$ cat src/rtl/btn_pkg.sv
// Shared definitions for the button event path: event codes, arbiter state
// encoding and the round-robin search used by the grant logic.
package btn_pkg;

  localparam int EV_NONE  = 0;
  localparam int EV_SHORT = 1;
  localparam int EV_LONG  = 2;

  // Widest requester vector the round-robin search supports.
  localparam int MAX_CH = 8;

  typedef enum logic {
    ST_IDLE = 1'b0,
    ST_HOLD = 1'b1
  } arb_state_t;

  // First set bit of pend at or after ptr, wrapping modulo n; returns ptr if none.
  function automatic logic [2:0] next_rr(input logic [MAX_CH-1:0] pend,
                                         input logic [2:0]        ptr,
                                         input int                n);
    logic [3:0] idx;
    logic       found;
    next_rr = ptr;
    found   = 1'b0;
    for (int k = 0; k < MAX_CH; k++) begin
      idx = {1'b0, ptr} + 4'(k);
      if (idx >= 4'(n)) idx = idx - 4'(n);
      if (!found && (k < n) && pend[idx[2:0]]) begin
        next_rr = idx[2:0];
        found   = 1'b1;
      end
    end
  endfunction

endpackage

$ cat src/rtl/rr_pick.sv
// Combinational round-robin priority encoder: picks the first requester at
// or after ptr, wrapping modulo N.
module rr_pick
  import btn_pkg::*;
#(
  parameter int N = 4
) (
  input  logic [N-1:0] req,
  input  logic [2:0]   ptr,
  output logic [2:0]   gnt_idx,
  output logic         gnt_any
);

  assign gnt_idx = next_rr(8'(req), ptr, N);
  assign gnt_any = |req;

endmodule

$ cat src/rtl/button_event_arbiter.sv
// Holds one pending press event per button channel and hands them one at a
// time, round-robin, to a registered valid/ready output; counts overruns.
module button_event_arbiter
  import btn_pkg::*;
#(
  parameter int N      = 4,
  parameter int CW     = 2,
  parameter int DROP_W = 8
) (
  input  logic              clk,
  input  logic              reset,
  input  logic [N-1:0]      ev_valid,
  input  logic [N*CW-1:0]   ev_code,
  output logic              out_valid,
  input  logic              out_ready,
  output logic [2:0]        out_ch,
  output logic [CW-1:0]     out_code,
  output logic [N-1:0]      pend,
  output logic [N-1:0]      overflow,
  output logic [DROP_W-1:0] drop_cnt,
  input  logic              clr
);

  localparam int SUM_W = DROP_W + 4;

  arb_state_t          state_reg, state_next;
  logic [2:0]          ptr_reg;
  logic [N-1:0]        pend_reg, pend_next;
  logic [N-1:0]        overflow_reg;
  logic [DROP_W-1:0]   drop_cnt_reg, drop_cnt_next;
  logic [CW-1:0]       slot_reg [N];
  logic [2:0]          out_ch_reg;
  logic [CW-1:0]       out_code_reg;

  logic [2:0]          gnt_idx;
  logic                gnt_any;
  logic                grant_en;
  logic                valid_int;
  logic [CW-1:0]       gnt_code;
  logic [N-1:0]        gnt_onehot;
  logic [N-1:0]        cap_load;
  logic [N-1:0]        cap_drop;
  logic [SUM_W-1:0]    drop_sum;
  logic [SUM_W-1:0]    drop_total;

  rr_pick #(.N(N)) u_pick (
    .req     (pend_reg),
    .ptr     (ptr_reg),
    .gnt_idx (gnt_idx),
    .gnt_any (gnt_any)
  );

  always_ff @(posedge clk or negedge reset) begin
    if (!reset) state_reg <= ST_IDLE;
    else        state_reg <= state_next;
  end

  always_comb begin
    state_next = state_reg;
    case (state_reg)
      ST_IDLE: if (gnt_any) state_next = ST_HOLD;
      ST_HOLD: if (out_ready && !gnt_any) state_next = ST_IDLE;
      default: state_next = ST_IDLE;
    endcase
  end

  // A grant is taken when idle, or back-to-back on the edge that completes a transfer.
  always_comb begin
    grant_en  = 1'b0;
    valid_int = 1'b0;
    case (state_reg)
      ST_IDLE: grant_en = gnt_any;
      ST_HOLD: begin
        valid_int = 1'b1;
        grant_en  = out_ready && gnt_any;
      end
      default: ;
    endcase
  end

  genvar gi;
  generate
    for (gi = 0; gi < N; gi++) begin : g_ch
      logic [CW-1:0] code;
      logic          code_ok;
      logic          free;

      assign gnt_onehot[gi] = grant_en && (gnt_idx == 3'(gi));
      assign code    = ev_code[gi*CW +: CW];
      assign code_ok = ev_valid[gi] && ((code == CW'(EV_SHORT)) || (code == CW'(EV_LONG)));
      // The slot being granted this edge is free for a new event on the same edge.
      assign free    = !pend_reg[gi] || gnt_onehot[gi];
      assign cap_load[gi] = code_ok && (free ||
                            ((code == CW'(EV_LONG)) && (slot_reg[gi] == CW'(EV_SHORT))));
      assign cap_drop[gi] = code_ok && !free;
    end
  endgenerate

  assign pend_next = cap_load | (pend_reg & ~gnt_onehot);

  always_comb begin
    gnt_code = '0;
    for (int i = 0; i < N; i++)
      if (gnt_idx == 3'(i)) gnt_code = slot_reg[i];
  end

  always_comb begin
    drop_sum = '0;
    for (int i = 0; i < N; i++)
      drop_sum = drop_sum + SUM_W'(cap_drop[i]);
    drop_total = {4'b0, drop_cnt_reg} + drop_sum;
    if (clr)
      drop_cnt_next = '0;
    else if (drop_total > {4'b0, {DROP_W{1'b1}}})
      drop_cnt_next = '1;
    else
      drop_cnt_next = drop_total[DROP_W-1:0];
  end

  always_ff @(posedge clk or negedge reset) begin
    if (!reset) begin
      for (int i = 0; i < N; i++) slot_reg[i] <= '0;
    end else begin
      for (int i = 0; i < N; i++)
        if (cap_load[i]) slot_reg[i] <= ev_code[i*CW +: CW];
    end
  end

  always_ff @(posedge clk or negedge reset) begin
    if (!reset) begin
      ptr_reg      <= '0;
      pend_reg     <= '0;
      overflow_reg <= '0;
      drop_cnt_reg <= '0;
      out_ch_reg   <= '0;
      out_code_reg <= CW'(EV_NONE);
    end else begin
      pend_reg     <= pend_next;
      overflow_reg <= clr ? '0 : (overflow_reg | cap_drop);
      drop_cnt_reg <= drop_cnt_next;
      if (grant_en) begin
        out_ch_reg   <= gnt_idx;
        out_code_reg <= gnt_code;
        ptr_reg      <= (gnt_idx == 3'(N-1)) ? 3'd0 : gnt_idx + 3'd1;
      end
    end
  end

  assign out_valid = valid_int;
  assign out_ch    = out_ch_reg;
  assign out_code  = out_code_reg;
  assign pend      = pend_reg;
  assign overflow  = overflow_reg;
  assign drop_cnt  = drop_cnt_reg;

endmodule

$ cat config.mk
export PLATFORM = sky130hd
export DESIGN_NAME = button_event_arbiter
export DESIGN_NICKNAME = d
export VERILOG_FILES = /design/src/rtl/btn_pkg.sv /design/src/rtl/rr_pick.sv /design/src/rtl/button_event_arbiter.sv
export SDC_FILE = /design/constraint.sdc
export NUM_CORES = 1
export LEC_CHECK = 0
export ABC_AREA = 1
export CAP_MARGIN = 15
export CORE_AREA = 10 10 78 80
export CTS_BUF_LIST = sky130_fd_sc_hd__clkbuf_4
export DETAILED_ROUTE_END_ITERATION = 8
export DIE_AREA = 0 0 88 90
export PLACE_DENSITY = 0.87
export SYNTH_ARGS = -nofsm -noshare
export SYNTH_HDL_FRONTEND = slang
export SYNTH_SLANG_ARGS = --single-unit
export TNS_END_PERCENT = 1
$ cat constraint.sdc
create_clock -name clk -period 3.9 [get_ports clk]
set_input_delay 0.78 -clock clk [delete_from_list [all_inputs] [get_ports clk]]
set_output_delay 0.78 -clock clk [all_outputs]
set_load 0.02 [all_outputs]
== After elaboration in Yosys (flattened, before gate mapping) ==
Index checks and enable logic that the tools add are counted.

* Flip-flop bits (word level): 33
* Output and inout bits: 22

* Add/subtract/negate cells: 12
* Magnitude comparators: 9
* Equal/unequal tests: 15
* Mux-type cells: 32
* Bitwise logic cells: 5
* Reduce and logical (&&, ||, !) cells: 51

{| class="wikitable"
|+ Operator list
! kind !! count
|-
| 3-bit two-way mux || 9
|-
| 1-bit logical AND || 25
|-
| 2-bit by 1-bit equality test with 1-bit output (second input constant) || 8
|-
| 3-bit by 4-bit < comparator with 1-bit output (second input constant) || 4
|-
| 8-bit two-way mux || 2
|-
| 1-bit binary-select mux with 3-bit select || 4
|-
| 4-bit by 3-bit >= comparator with 1-bit output (second input constant) || 3
|-
| 1-bit zero test || 12
|-
| 1-bit logical OR || 12
|-
| 3-bit subtractor (second input constant) || 4
|-
| 1-bit two-way mux || 10
|-
| 8-bit by 4-bit adder with 9-bit output || 1
|-
| 9-bit by 8-bit > comparator with 1-bit output (second input constant) || 1
|-
| 3-bit by 2-bit adder with 4-bit output (second input constant) || 2
|-
| 2-bit equality test (second input constant) || 4
|-
| 2-bit two-way mux || 4
|-
| 4-bit bitwise OR || 2
|-
| 3-bit by 2-bit equality test with 1-bit output (second input constant) || 2
|-
| 3-bit by 1-bit adder with 4-bit output || 1
|-
| 3-bit by 1-bit adder with 4-bit output (second input constant) || 1
|-
| 4-bit AND || 1
|-
| 4-bit two-way mux || 1
|-
| 4-bit NOT || 1
|-
| 1-bit one-hot mux with 2 select lines || 2
|-
| other kinds (8) || 8
|}

== Depth between registers and ports, before layout ==
* Depth in word-level cells: 26
* Gate-level depth with buffers: 29
* Gate-level depth less buffers: 28

== By module ==
A second synthesis with hierarchy kept.

* Cells, all modules: 277
* Area total of the unflattened synthesis: 2153.3 um2

{| class="wikitable"
|+ Modules (own cells, without submodules)
! module !! times used !! cells an instance !! area each (um2) !! seq. area each (um2)
|-
| button_event_arbiter || 1 || 218 || 1800.5 || 825.8
|-
| rr_pick || 1 || 59 || 352.8 || 0.0
|}

== Least setup slack after synthesis ==
Ideal clock, no wire load.

* Path kind: reg-to-reg
* From: reg ptr_reg[0]
* To: reg drop_cnt_reg[5], in the netlist drop_cnt[5]
* Setup time: 63 ps
* Arrival: 4062 ps
* Setup slack: -224 ps
* Stages on the path, launching flop included: 28
* Path buffers: 1
* Cell sequence: dfrtp_1 -> buf_6 -> inv_4 -> ha_1 -> inv_1 -> nand3_1 -> nand3_2 -> nand2_4 -> nor3_2 -> nand2_1 -> nand2_1 -> inv_1 -> ha_1 -> nand3_4 -> nand3_2 -> fa_1 -> fa_1 -> inv_1 -> fa_1 -> nand3_1 -> nor2_1 -> nand2_1 -> nor2_1 -> inv_1 -> nor2_1 -> inv_1 -> a21o_1 -> inv_1

* Word-level cells in the longest chain between the ends: 26
* Elaborated cells on any way between the ends: 63
* Classes of those cells: add/sub (11); order compare (5); eq/ne (3); mux (21); reduce/logical (23)

{| class="wikitable"
|+ RTL lines
! what !! RTL line !! text
|-
| start, declared || button_event_arbiter.sv:27 || <nowiki>logic [2:0] ptr_reg;</nowiki>
|-
| start signal, assigned || button_event_arbiter.sv:144 || <nowiki>ptr_reg <= (gnt_idx == 3'(N-1)) ? 3'd0 : gnt_idx + 3'd1;</nowiki>
|-
| parallel branches: the longest is 13 deep, another holds 3-bit by 1-bit adder with 4-bit output || - ||
|-
| 3-bit two-way mux * || btn_pkg.sv:28 || <nowiki>if (!found && (k < n) && pend[idx[2:0]]) begin</nowiki>
|-
| via gnt_idx[1] || button_event_arbiter.sv:35 || <nowiki>logic [2:0] gnt_idx;</nowiki>
|-
| 3-bit by 1-bit equality test with 1-bit output / 3-bit zero test (equally long branches) || button_event_arbiter.sv:88 || <nowiki>assign gnt_onehot[gi] = grant_en && (gnt_idx == 3'(gi));</nowiki>
|-
| 1-bit logical AND || button_event_arbiter.sv:88 ||
|-
| 1-bit logical OR || button_event_arbiter.sv:92 || <nowiki>assign free = !pend_reg[gi] || gnt_onehot[gi];</nowiki>
|-
| 1-bit zero test || button_event_arbiter.sv:95 || <nowiki>assign cap_drop[gi] = code_ok && !free;</nowiki>
|-
| 1-bit logical AND || button_event_arbiter.sv:95 ||
|-
| 1-bit by 1-bit adder with 2-bit output || button_event_arbiter.sv:110 || <nowiki>drop_sum = drop_sum + SUM_W'(cap_drop[i]);</nowiki>
|-
| 2-bit by 1-bit adder with 3-bit output || button_event_arbiter.sv:110 ||
|-
| 3-bit by 1-bit adder with 4-bit output * || button_event_arbiter.sv:110 ||
|-
| 8-bit by 4-bit adder with 9-bit output * || button_event_arbiter.sv:111 || <nowiki>drop_total = {4'b0, drop_cnt_reg} + drop_sum;</nowiki>
|-
| 9-bit by 8-bit > comparator with 1-bit output || button_event_arbiter.sv:114 || <nowiki>else if (drop_total > {4'b0, {DROP_W{1'b1}}})</nowiki>
|-
| 8-bit two-way mux * || button_event_arbiter.sv:114 ||
|-
| 8-bit two-way mux * || button_event_arbiter.sv:112 || <nowiki>if (clr)</nowiki>
|-
| via drop_cnt_next[5] || button_event_arbiter.sv:30 || <nowiki>logic [DROP_W-1:0] drop_cnt_reg, drop_cnt_next;</nowiki>
|-
| end signal, assigned || button_event_arbiter.sv:140 || <nowiki>drop_cnt_reg <= drop_cnt_next;</nowiki>
|-
| end, declared || button_event_arbiter.sv:30 ||
|}

Mark *: on every way through the listed nets, which the timed path passes. The select of a mux whose other input is x is not followed.
A chain may end at the register's enable or synchronous reset.

== Final worst setup path ==
* From: reg ptr_reg[0]
* To: reg drop_cnt_reg[5], in the netlist drop_cnt[5]

* Word-level cells in the longest chain between the ends: 26
* Elaborated cells on any way between the ends: 63
* Classes of those cells: add/sub (11); order compare (5); eq/ne (3); mux (21); reduce/logical (23)

{| class="wikitable"
|+ RTL lines
! what !! RTL line
|-
| parallel branches: the longest is 13 deep, another holds 3-bit by 1-bit adder with 4-bit output || -
|-
| 3-bit two-way mux * || btn_pkg.sv:28
|-
| 3-bit by 1-bit equality test with 1-bit output / 3-bit zero test (equally long branches) || button_event_arbiter.sv:88
|-
| 1-bit logical AND || button_event_arbiter.sv:88
|-
| 1-bit logical OR || button_event_arbiter.sv:92
|-
| 1-bit zero test || button_event_arbiter.sv:95
|-
| 1-bit logical AND || button_event_arbiter.sv:95
|-
| 1-bit by 1-bit adder with 2-bit output || button_event_arbiter.sv:110
|-
| 2-bit by 1-bit adder with 3-bit output || button_event_arbiter.sv:110
|-
| 3-bit by 1-bit adder with 4-bit output * || button_event_arbiter.sv:110
|-
| 8-bit by 4-bit adder with 9-bit output * || button_event_arbiter.sv:111
|-
| 9-bit by 8-bit > comparator with 1-bit output || button_event_arbiter.sv:114
|-
| 8-bit two-way mux * || button_event_arbiter.sv:114
|-
| 8-bit two-way mux * || button_event_arbiter.sv:112
|-
| via drop_cnt_next[5] || button_event_arbiter.sv:30
|}

Marked as above.

==> out/summary.txt <==
=======================================================================================
Outcome .................................................................. complete, but fails checks
Failing checks ........................................................... negative setup slack
Endpoint, Worst Hold .....................................................  slot_reg[1]
Number of library cell types mapped by synthesis .........................           35
Sinks on Clock Net .......................................................           33
RR Startpoint ............................................................   ptr_reg[0]
CTS tree .................................................................          yes
Count of flip-flops with a built-in enable after synthesis ...............            0
Mapped Cells .............................................................          255
Simple logic cell fraction of the synthesized area .......................        37.6%
CTS clock-pin slew for the worst setup and hold paths ....................       110 ps
Total non-filler cell area in the finished layout ........................ 0.00329 mm^2
Total of endpoints with negative setup slack in the final report .........            9
Slew Limit Headroom ......................................................        65.7%
Cell depth of the worst flop-to-flop path ................................           23
Final min period .........................................................      4010 ps
Library cell used as clock root buffer ...................................     clkbuf_4
Static Leakage ...........................................................      1.56 nW
Total CTS buffers ........................................................            5
Largest fanout of any net on the critical path ...........................            5
Die extent in x ..........................................................        88 um
RSZ-0062 raised after global routing .....................................          yes
Peak Freq ................................................................    0.250 GHz
Diodes inserted ..........................................................            0
Worst ir drop on vdd .....................................................     0.449 mV
Largest net degree at the start of global routing ........................           34
Detailed-router iteration count before antenna repair ....................            4
Complex-gate fraction of the synthesized area ............................        6.83%
Category of the most critical setup path .................................      reg2reg
First-pass GRT wire length ...............................................     11100 um
Critical-path top delay cell .............................................         fa_1
Placed instance count ....................................................          374
DRT Wirelength ...........................................................      6930 um
Critical Path Max Stage Delay ............................................       490 ps
Remaining DRCs ...........................................................            0
Launch instance of the worst min-delay path ..............................  slot_reg[1]
Area after DPL ........................................................... 0.00289 mm^2
DIE AREA ................................................................. 0.00792 mm^2
Main flop type after synthesis ...........................................      dfrtp_1
Count of state elements after synthesis ..................................           33
Worst hold slack across all endpoints ....................................       487 ps
Number of hold-slack violations in the final timing report ...............            0
# hold bufs at CTS .......................................................            0
Number of max-slew violations in the final report ........................            0
Multiplexer area fraction after synthesis ................................           0%
CP startpoint kind .......................................................         flop
NumNets Final ............................................................          385
Most frequent cells in the layout ........................................ 57 x buf_4, 49 x nand2_1, 37 x clkdlybuf4s50_1
Combinational family with the most area after synthesis .................. simple AND/OR/NAND/NOR gates
Worst Hold Depth .........................................................            2
Capturing point of the worst reg2reg path ................................  drop_cnt[5]
Endpoint type of the worst setup path ....................................         flop
Cell-by-cell listing of the critical path ................................ inv_8 > ha_4 > inv_4 > nand3_1 > nand3_2 > o31ai_2 > nand2_2 > ha_4 > nand3_4 > nand3_4 > fa_1 > fa_2 > inv_2 > fa_2 > nand3_2 > nor2_2 > nand2_1 > nor2_2 > inv_2 > nor2_4 > inv_2 > a21o_1 > inv_1
Post-Synthesis Net Count .................................................          285
Period Utilization, post-route ...........................................         103%
Total power per unit cell area ...........................................  919 mW/mm^2
Most used cell, CP .......................................................        inv_2
Starting density of the core .............................................        47.8%
Synth-to-layout area growth ..............................................        49.7%
Minimum setup slack among reg-to-reg paths ...............................      -110 ps
Post-synthesis adder-cell area fraction ..................................        8.99%
Gpl congestion ...........................................................        0.887
Number of global-route vias before repair ................................         2422
Critical Path AT .........................................................      4300 ps
Final antenna-violating net count ........................................            0
Number of rows in the core area ..........................................           25
Core area ................................................................ 0.00460 mm^2
Clock buffer depth .......................................................            2
Ports ....................................................................           38
Transition time at the pin with the least slew margin ....................       514 ps
Via-to-Cell Ratio ........................................................         5.46
Detailed placer's ending HPWL ............................................      4530 um
Worst endpoint required time .............................................      4200 ps
Most common cell after layout, fill and taps aside .......................        buf_4
Mean instance size in the synthesized netlist ............................    8.62 um^2
Clock latency on the worst-skew pair .....................................       340 ps
Count of warnings emitted by yosys .......................................            0
Overflow left after global routing .......................................            0
Fraction of synthesis flops using an asynchronous set or reset pin .......         100%
Die height ...............................................................        90 um
Summed instance area of the synthesized netlist .......................... 0.00220 mm^2
Type of the worst min-delay path .........................................      reg2reg
Detailed-route wire length per cell ......................................      16.9 um
# Max-Cap Violations .....................................................            0
Non-filler instance count after layout ...................................          410
Count of buffering cells on the critical path with inverters included ....            6
Top delay family on crit path ............................................  adder cells
Worst clock skew .........................................................      11.6 ps
PortBufs .................................................................           37
Routed via count .........................................................         2238
Part of the Yosys area used for sequential elements ......................        37.6%
Fraction of final layout cells with drive strength greater than 1 ........        36.8%
Final total negative setup slack .........................................      -722 ps
Number of violations reported at the end of detailed-routing iteration 0 .          155
Number of antenna violations at the first check in global routing ........            0
Synthesized-area fraction occupied by xor and xnor cells .................        1.59%
Number of H-tree levels ..................................................            2
Global router's overall resource usage ...................................        17.3%
Least setup slack across all paths after layout ..........................      -108 ps
=======================================================================================
==> through the flow <==
step | setup slack [ps] | utilization (%) | total power, mW
after global routing | -293 | 71.6 | 3.22
after CTS | -15.6 | 70.2 | 2.87
after floorplan | 7.18 | - | 1.67
final | -108 | 71.6 | 3.02
after detailed placement | -275 | 62.8 | 2.30
after global placement | -11.4 | 62.8 | 2.23
==> layout make-up <==
cell class	count	area, um^2
Sequential cell	33	827
Clock buffer	6	45.0
Clock inverter	2	33.8
Inverter	36	150
Tap cell	54	67.6
Multi-Input combinational cell	183	1350
Fill cell	316	1310
Timing Repair Buffer	96	821
==> worst register-to-register path, delay by kind of cell (launching register included) <==
family / cells / cell delay (ps)
simple gates: 10 / 1100
buf+inv: 6 / 350
compound gates: 2 / 500
flops: 1 / 460
fa+ha+maj: 5 / 1550
==> synthesized netlist by cell type, types with 4 or more instances <==
cell type / number / area (um^2)
ha_1: 11 / 138
nand2_2: 8 / 50.1
nand3_4: 7 / 123
inv_2: 5 / 18.8
o21ai_0: 6 / 30.0
dfrtp_1: 33 / 826
nand3_2: 8 / 80.1
nand2_4: 4 / 45.0
inv_1: 30 / 113
a21oi_1: 6 / 30.0
nand2_1: 53 / 199
nor2_1: 21 / 78.8
nand3_1: 27 / 135
==> power by group <==
group	total, mW	switching (mW)	internal, mW
Clock	0.262	0.121	0.140
Sequential	0.555	0.105	0.451
Combinational	2.21	1.19	1.02
==> how the worst max path moves through the flow <==
stage | from | slack, ps | depth (start not counted) | endpoint
6_report | ptr_reg[0] | -110 | 23 | drop_cnt[5]
4_1_cts | ptr_reg[0] | -20 | 26 | drop_cnt[5]
2_1_floorplan | ptr_reg[0] | 7 | 27 | drop_cnt[5]
5_1_grt | ptr_reg[1] | -290 | 25 | drop_cnt[5]
3_5_place_dp | ptr_reg[0] | -270 | 27 | drop_cnt[5]
3_3_place_gp | ptr_reg[0] | -10 | 25 | drop_cnt[5]
==> cells by family (layout without fill, tap and decap cells) <==
kind of cell	Yosys count	in the layout
compound gates	24	24
xor+xnor	4	4
fa+ha+maj	14	14
buf+inv	39	140
flops	33	33
simple gates	141	141
==> routing by layer <==
layer	global-route usage [%]	wire (um)
met5	0	0
met3	4.69	409
met4	9.84	309
met2	31.4	3810
met1	16.6	2400
==> what timing repair did <==
action | in CTS | in global routing
setup buffers | 26 | 2
endpoints found under the setup margin | 7 | 9
gates resized for setup | 16 | 11
pin swaps | 15 | 10
Power figures use the tool's default switching activity.
==> RTL edit: new RTL, same settings <==
The parameter `DROP_W` goes from 8 to 10.
--- a/src/rtl/button_event_arbiter.sv
+++ b/src/rtl/button_event_arbiter.sv
@@ -5,7 +5,7 @@
 #(
   parameter int N      = 4,
   parameter int CW     = 2,
-  parameter int DROP_W = 8
+  parameter int DROP_W = 10
 ) (
   input  logic              clk,
   input  logic              reset,
Ports: changed (resized drop_cnt); port bits go from 38 to 40. No check against the original RTL was run, so the function may have changed too.
==> RTL edit against the original RTL <==
  * The run still ends with negative setup slack left
  * Critical path depth is the same
  * Combinational power down 4%
  * Sequential power grew 1%
  * Worst setup slack worse by 70 ps
  * Design area fell by 2.1%
  * Routed wire length decreased by 14%
  * First-iteration DRC count decreased by 33%
  * Fmax fell by 1.7%
  * Area after synthesis grew 2.6%
  * Clock skew fell by 3.0 ps
  * Synthesized cell count is 4.3% higher
  * Total power fell by 4.3%
  * Sequential cell count up 2
  * Cell count decreased by 1.5%
  * Critical path type unchanged
  * Highest routed layer unchanged
==> RTL edit: results (changes against the original RTL) <==
[timing]
finClkSkew_ps = 8.60  ; -3.00 ps
setup_tns_ps = -1380  ; -653 ps
worst_slew_pin_slew_ps = 529  ; +16.0 ps
layout_setup_ws_ps = -178  ; -70.0 ps
drv_slew = 0  ; unchanged
timing.hold.ws_ps = 487  ; -0.307 ps
setup_violations = 10  ; +1

[global_routing]
use_met2 = 0.251  ; -0.0631
grt_start_max_net_pins = 36  ; +5.9%
grt_pass1_wl_um = 9450  ; -14%
grt_util_all_layers = 0.147  ; -0.0259
antenna_found_initial = 1  ; +1
grt_util_met1 = 0.165  ; -0.00153
grt_use_met3 = 0.0361  ; -0.0108

[placement]
port_buffers = 39  ; +5.4%
routabilityCongestion = 0.846  ; -4.7%
dpl.hpwl_um = 4270  ; -5.7%
dpl_cell_area_sq_um = 2970  ; +2.8%
placed_cells = 381  ; +1.9%
detailedPlace.worstSlack_ps = -100  ; +174 ps

[setup_path]
rr_worst_depth = 23  ; unchanged
cp_slowest_cell = fa_1
critPathCapture = drop_cnt[8]
critPathArrivalTime_ps = 4350  ; +50 ps
path_max_fanout = 6  ; +1
crit_family = simple AND/OR/NAND/NOR gates

[drt]
met2WireLength_um = 3160  ; -17%
vias = 2077  ; -7.2%
routed-wl-met3_um = 282  ; -31%
routed_wl_um = 5970  ; -14%
wirelength_met1_um = 2350  ; -2.4%
first_iter_violations = 104  ; -33%

[logic_synthesis]
synth-adder-area-share = 0.0877  ; -0.00225
synth_area_leaders = dfrtp_1 39%, nand2_1 10%, inv_1 6.7%
synth_area_per_cell_sq_um = 8.48  ; -1.7%
seq_area_frac_synth = 0.388  ; +0.0128
synth_cell_types = 33  ; -5.7%
synth_compound_area_frac = 0.0738  ; +0.00551
synthXorXnorAreaFrac = 0.0272  ; +0.0113
ys_top_cells_by_count = 62 x nand2_1, 40 x inv_1, 35 x dfrtp_1
synth_fp_nets = 296  ; +3.9%

[finish]
n_fill_cell = 311  ; -1.6%
final_layout_size_suffix_gt1_frac = 0.295  ; -0.0728
syn_to_final_growth_pct = 42.9
finalNonFillerCells = 404  ; -1.5%

[run_status]
status = complete, but fails checks
violations = negative setup slack

[clock_network]
clk_latency_ps = 360  ; +20 ps
htreeDepth = 2  ; unchanged
clk_pin_slew_worst_paths_ps = 110  ; about the same

[worst_hold_path]
whs_endpoint = out_ch[2]
min_from = out_ch[2]
min_delay_path_depth = 2  ; unchanged

[power_and_ir_drop]
p_leak_nw = 1.56  ; about the same
peakVddDrop_v = 0.000405  ; -9.7%

RTL edit: cell count changes in the layout (fill, tap and decap cells not counted), sizes merged, moves of 4 or more:
| cell | delta |
|---|---|
| a21oi | +4 |
| buf | -21 |
| nand3 | -4 |
| nand2 | +6 |
| inv | +6 |
| nor2 | -7 |
RTL edit: final cells by class:
class / count / area (sq um) / share of cell area
Clock inverter: 2 / 12.5 / 0.00388
Timing Repair Buffer: 77 / 687 / 0.213
Clock buffer: 6 / 45.0 / 0.0140
Tap cell: 54 / 67.6 / 0.0210
Sequential cell: 35 / 876 / 0.272
Multi-Input combinational cell: 187 / 1370 / 0.425
Inverter: 42 / 163 / 0.0505
Antenna cell: 1 / 2.50 / 0.000777
RTL edit: timing repair:
item	in CTS	in global routing
pin swaps	4	20
buffers inserted	4	10
resized for setup	3	18
setup endpoints to repair	9	10
RTL edit: power by group:
| group | switching, W | internal, W |
|---|---|---|
| sequential | 0.0000897 | 0.000472 |
| combinational | 0.00116 | 0.000970 |
| clock | 0.000130 | 0.0000764 |
